==> src/rtl/loop_seq_ctrl_pkg.sv <==
// Shared definitions for the two-level loop sequencer.
//   state_e       : FSM state encoding (idle / run / finish)
//   LOOP_OUTER_W  : default outer index width
//   LOOP_INNER_W  : default inner index width
package loop_seq_ctrl_pkg;

    localparam int unsigned LOOP_OUTER_W = 8;
    localparam int unsigned LOOP_INNER_W = 8;

    typedef enum logic [1:0] {
        StIdle = 2'd0,
        StRun  = 2'd1,
        StFin  = 2'd2
    } state_e;

endpackage

==> src/rtl/loop_wrap_cnt.sv <==
// Wrapping index counter used for each loop level.
//   clk, rst_n : clock, asynchronous active-low reset
//   clr        : synchronous clear to 0 (takes priority over inc)
//   inc        : advance; wraps to 0 when already at the bound
//   last       : inclusive bound
//   cnt        : current count (registered)
//   at_last    : cnt == last (decoded from the register)
module loop_wrap_cnt #(
    parameter int unsigned W = 8
) (
    input  logic         clk,
    input  logic         rst_n,
    input  logic         clr,
    input  logic         inc,
    input  logic [W-1:0] last,
    output logic [W-1:0] cnt,
    output logic         at_last
);

    logic [W-1:0] cnt_q;
    logic [W-1:0] cnt_d;

    // Equality compare means the count never runs past the bound, so no carry bit is needed.
    assign at_last = (cnt_q == last);
    assign cnt     = cnt_q;

    always_comb begin
        cnt_d = cnt_q;
        if (clr) begin
            cnt_d = '0;
        end else if (inc) begin
            cnt_d = at_last ? '0 : cnt_q + W'(1);
        end
    end

    always_ff @(posedge clk or negedge rst_n) begin
        if (!rst_n) begin
            cnt_q <= '0;
        end else begin
            cnt_q <= cnt_d;
        end
    end

endmodule

==> src/rtl/loop_seq_ctrl.sv <==
// Two-level loop sequencer. On start it walks every (outer, inner) index pair from (0,0) to
// the latched bounds, inner index fastest, presenting each pair under a valid/ready handshake.
//   clk, rst_n             : clock, asynchronous active-low reset
//   start                  : begin a sequence (accepted only when idle)
//   abort                  : synchronous cancel back to idle, no done
//   outer_last, inner_last : inclusive bounds, latched on an accepted start
//   step_ready             : downstream accepts the current pair
//   step_valid             : current pair is valid
//   outer_idx, inner_idx   : current pair
//   inner_first            : inner_idx == 0 while step_valid
//   inner_end              : inner_idx at its latched bound while step_valid
//   busy                   : sequence running
//   done                   : one-cycle pulse after the final pair is accepted
module loop_seq_ctrl
    import loop_seq_ctrl_pkg::*;
#(
    parameter int unsigned OUTER_WIDTH = LOOP_OUTER_W,
    parameter int unsigned INNER_WIDTH = LOOP_INNER_W
) (
    input  logic                   clk,
    input  logic                   rst_n,
    input  logic                   start,
    input  logic                   abort,
    input  logic [OUTER_WIDTH-1:0] outer_last,
    input  logic [INNER_WIDTH-1:0] inner_last,
    input  logic                   step_ready,
    output logic                   step_valid,
    output logic [OUTER_WIDTH-1:0] outer_idx,
    output logic [INNER_WIDTH-1:0] inner_idx,
    output logic                   inner_first,
    output logic                   inner_end,
    output logic                   busy,
    output logic                   done
);

    state_e                 state_q;
    logic [OUTER_WIDTH-1:0] outer_last_q;
    logic [INNER_WIDTH-1:0] inner_last_q;
    logic                   step_valid_q;
    logic                   busy_q;
    logic                   done_q;

    logic fire;
    logic start_acc;
    logic inner_at_last;
    logic outer_at_last;
    logic final_step;
    logic inner_inc;
    logic outer_inc;

    // step_valid is only ever high in RUN, so fire implies RUN.
    assign fire       = step_valid_q && step_ready;
    assign start_acc  = (state_q == StIdle) && start && !abort;
    assign final_step = inner_at_last && outer_at_last;

    // The final pair must not wrap: indices hold their last values until the next start.
    // An aborted fire counts as delivered but does not advance the indices.
    assign inner_inc = fire && !abort && !final_step;
    assign outer_inc = fire && !abort && inner_at_last && !outer_at_last;

    loop_wrap_cnt #(
        .W (INNER_WIDTH)
    ) u_inner_cnt (
        .clk     (clk),
        .rst_n   (rst_n),
        .clr     (start_acc),
        .inc     (inner_inc),
        .last    (inner_last_q),
        .cnt     (inner_idx),
        .at_last (inner_at_last)
    );

    loop_wrap_cnt #(
        .W (OUTER_WIDTH)
    ) u_outer_cnt (
        .clk     (clk),
        .rst_n   (rst_n),
        .clr     (start_acc),
        .inc     (outer_inc),
        .last    (outer_last_q),
        .cnt     (outer_idx),
        .at_last (outer_at_last)
    );

    always_ff @(posedge clk or negedge rst_n) begin
        if (!rst_n) begin
            state_q      <= StIdle;
            outer_last_q <= '0;
            inner_last_q <= '0;
            step_valid_q <= 1'b0;
            busy_q       <= 1'b0;
            done_q       <= 1'b0;
        end else begin
            unique case (state_q)
                StIdle: begin
                    done_q <= 1'b0;
                    if (start_acc) begin
                        outer_last_q <= outer_last;
                        inner_last_q <= inner_last;
                        state_q      <= StRun;
                        step_valid_q <= 1'b1;
                        busy_q       <= 1'b1;
                    end
                end
                StRun: begin
                    if (abort) begin
                        state_q      <= StIdle;
                        step_valid_q <= 1'b0;
                        busy_q       <= 1'b0;
                        done_q       <= 1'b0;
                    end else if (fire && final_step) begin
                        state_q      <= StFin;
                        step_valid_q <= 1'b0;
                        busy_q       <= 1'b0;
                        done_q       <= 1'b1;
                    end
                end
                StFin: begin
                    // Leaving FIN always ends the done pulse; abort here changes nothing else.
                    state_q      <= StIdle;
                    step_valid_q <= 1'b0;
                    busy_q       <= 1'b0;
                    done_q       <= 1'b0;
                end
                default: begin
                    state_q      <= StIdle;
                    step_valid_q <= 1'b0;
                    busy_q       <= 1'b0;
                    done_q       <= 1'b0;
                end
            endcase
        end
    end

    assign step_valid  = step_valid_q;
    assign busy        = busy_q;
    assign done        = done_q;
    assign inner_first = step_valid_q && (inner_idx == '0);
    assign inner_end   = step_valid_q && inner_at_last;

endmodule
==> config.mk <==
export PLATFORM = sky130hd
export DESIGN_NAME = loop_seq_ctrl
export DESIGN_NICKNAME = d
export VERILOG_FILES = /design/src/rtl/loop_seq_ctrl_pkg.sv /design/src/rtl/loop_wrap_cnt.sv /design/src/rtl/loop_seq_ctrl.sv
export SDC_FILE = /design/constraint.sdc
export NUM_CORES = 1
export LEC_CHECK = 0
export CAP_MARGIN = 20
export CORE_ASPECT_RATIO = 0.9
export CORE_UTILIZATION = 40
export CTS_BUF_LIST = sky130_fd_sc_hd__clkbuf_8 sky130_fd_sc_hd__clkbuf_16
export DETAILED_ROUTE_END_ITERATION = 10
export PLACE_DENSITY = 0.78
export SLEW_MARGIN = 20
export SYNTH_ARGS = -nofsm -noshare
export SYNTH_HDL_FRONTEND = slang
export SYNTH_SLANG_ARGS = --single-unit
==> constraint.sdc <==
create_clock -name clk -period 2.7 [get_ports clk]
set_clock_uncertainty 0.1 [all_clocks]
set_input_delay 0.54 -clock clk [delete_from_list [all_inputs] [get_ports clk]]
set_output_delay 0.54 -clock clk [all_outputs]
set_load 0.02 [all_outputs]
==> metrics.yaml <==
maxCapViolCount: 0
clk_path_buf_depth: 2
cts_max_level: 2
port_buffers: 41
design_area_um2: 2540
grt_antenna_before_repair: 0
setup_viol: 0
fmax_ghz: 0.410
grt_use_total_pct: 20.6
ff2ff_setup_slack_ns: 0.51
tightest_slew_ns: 0.529
initial_utilization_pct: 42.3
nets: 287
drc: 0
synthToLayoutAreaGrowth_pct: 31.9
first_global_vias: 1620
synth_nets: 238
first_pass_iters: 4
hold_violations: 0
drv_slew: 0
setup_slack_ns: 0.261
worstSetupPathType: "register to primary output"
cts_buffers: 5
required_ns: 2.06
core_um2: 4550
use_met3_pct: 4.78
min_period_ns: 2.44
peakVddDrop_mv: 0.255
boundaryPins: 42
startpoint_type: "register"
detailedPlace.worstSlack_ns: 0.224
wl_mm: 4.51
antenna_left: 0
netlist_area_um2: 1920
crit_end: "inner_end"
dp_hpwl_mm: 3.21
drive_gt1_share_pct: 8.71
slew_headroom_pct: 64.7
yosys_warnings: 0
cts_tree: "done"
final.setup.tns_ns: 0
clkSinkCount: 36
fin_cells: 326
cts_root_buffer: "clkbuf_8"
rr_endpoint: "u_outer_cnt.cnt[6]$_DFFE_PN0P_"
rsz0062_at_grt: "false"
synth-async-reset-ratio_pct: 100
insertedDiodeCount: 0
path_clk_slew_ns: 0.08
grt.busiest_layer: "met2"
insertion_delay_ns: 0.29
die_w_um: 75.1
nFillCells: 450
ys_seq_elements: 36
drtIter0Drc: 113
avgRoutedWirePerCell_um: 13.8
grt_pass1_wl_mm: 7.65
postPlaceCellArea_um2: 2450
post_cts_buffers: 0
synth_edf_count: 0
p_per_area_nw_per_um2: 619
place_congestion: 0.859
rows: 23
dp.cells: 318
end_kind: "primary output"
avgSynthCellArea_um2: 8.99
status: "complete, no violations"
synth_cell_type_count: 38
die_h_um: 67.8
overflow: 0
p_leak_nw: 1.15
finalCritPeriodShare_pct: 90.3
yosysSeqAreaShare_pct: 46.8
vias: 1685
grt_max_degree: 37
cp_max_fo: 8
reg2reg_depth: 6
worstSetupStartpoint: "u_inner_cnt.cnt[4]$_DFFE_PN0P_"
hp-class: "register to register"
r2r-start: "u_inner_cnt.cnt[4]$_DFFE_PN0P_"
met1_usage_pct: 27.7
met2_usage_pct: 31.5
dieArea_um2: 5090
cp.arrival_ns: 1.80
via_per_inst: 5.17
synthCells: 214
synth_ff_type: "dfrtp_1"
metrics by stage:
stage                     total power [mW]  hold slack [ns]  util (%)
after floorplan                       1.01            0.144         -
after global placement                1.19            0.352      53.9
after detailed placement              1.20            0.370      53.9
after CTS                             1.59            0.380      55.8
after global routing                  1.67            0.414      55.8
final                                 1.57            0.380      55.8
critical path, cell delays in order (launching register included):
cell	delay, ns
dfrtp_1	0.47
xor2_1	0.22
nor4_4	0.29
and3_1	0.19
dlygate4sd2_1	0.34
layout make-up:
cell class,instances,area (um2),area share [%]
Tap cell,62,77.6,3.06
Clock buffer,5,68.8,2.71
Timing Repair Buffer,50,479,18.9
Clock inverter,3,18.8,0.739
Sequential cell,36,901,35.5
Inverter,3,11.3,0.444
Multi-Input combinational cell,167,982,38.7
worst min-delay path by stage:
stage | end | slack [ns] | depth (start not counted) | from
final | busy$_DFFE_PN0P_ | 0.38 | 1 | state_q[1]$_DFFE_PN0P_
after global routing | busy$_DFFE_PN0P_ | 0.41 | 1 | state_q[1]$_DFFE_PN0P_
after CTS | busy$_DFFE_PN0P_ | 0.38 | 1 | state_q[1]$_DFFE_PN0P_
after detailed placement | busy$_DFFE_PN0P_ | 0.37 | 1 | state_q[1]$_DFFE_PN0P_
after global placement | busy$_DFFE_PN0P_ | 0.35 | 1 | state_q[1]$_DFFE_PN0P_
after floorplan | busy$_DFFE_PN0P_ | 0.14 | 0 | rst_n
cell families (layout without fill, tap and decap cells):
kind of cell / Yosys count / after routing / share of synthesized area (%)
buffers and inverters: 11 / 61 / 2.41
AOI/OAI and AO/OA: 34 / 34 / 11.5
DFF: 36 / 36 / 46.8
xor gates and xnor gates: 17 / 17 / 7.74
adders and majority gates: 3 / 3 / 1.95
and+or+nand+nor: 110 / 110 / 28.0
muxes: 3 / 3 / 1.56
cell usage in the layout, fill, tap and decap left out, types with 5 or more instances in the layout:
cell	n
clkbuf_8	5
buf_4	9
o21ai_1	6
dfrtp_1	36
o31ai_1	5
nand4_1	5
xnor2_1	9
nand3_1	6
or4_1	5
xor2_1	8
clkdlybuf4s50_1	39
a21oi_1	10
nand2_1	64
nor2_1	7
state kept, by name, indices dropped and copies added, names as in the netlist:
register and count:
busy 1, outer_last_q 8, state_q 2, inner_last_q 8, u_inner_cnt.cnt 8, u_outer_cnt.cnt 8
done 1
cell usage after synthesis (2+ instances only):
cell | n | area [um2]
a21oi_1 | 10 | 50.1
and2_1 | 3 | 18.8
clkbuf_1 | 6 | 22.5
dfrtp_1 | 36 | 901
ha_1 | 3 | 37.5
inv_1 | 2 | 7.51
mux2i_1 | 3 | 30.0
nand2_1 | 64 | 240
nand2b_1 | 2 | 12.5
nand3_1 | 6 | 30.0
nand4_1 | 5 | 31.3
nor2_1 | 7 | 26.3
nor3_1 | 5 | 25.0
nor4_4 | 2 | 42.5
o211ai_1 | 2 | 15.0
o21ai_0 | 3 | 15.0
o21ai_1 | 6 | 30.0
o31ai_1 | 5 | 37.5
o32ai_1 | 3 | 26.3
or3_1 | 4 | 25.0
or4_1 | 5 | 37.5
xnor2_1 | 9 | 78.8
xor2_1 | 8 | 70.1
power breakdown:
part | leakage, nW | internal, mW | switching (mW)
registers | 0.445 | 0.619 | 0.100
clock network | 0.0479 | 0.180 | 0.203
logic | 0.658 | 0.224 | 0.245
total | 1.15 | 1.02 | 0.548
routing by layer:
| layer | up-vias | routed length (um) |
|---|---|---|
| met5 | - | 0 |
| met4 | 0 | 78 |
| met3 | 9 | 225 |
| met2 | 49 | 2040 |
| met1 | 792 | 2170 |
| li1 | 835 | - |
repair_timing:
| action | 4_1_cts | 5_1_grt |
|---|---|---|
| gates resized for setup | 1 | 1 |
| gates cloned | 0 | 0 |
| endpoints found under the setup margin | 1 | 1 |
| hold buffers | 0 | 0 |
Power figures use the tool's default switching activity.
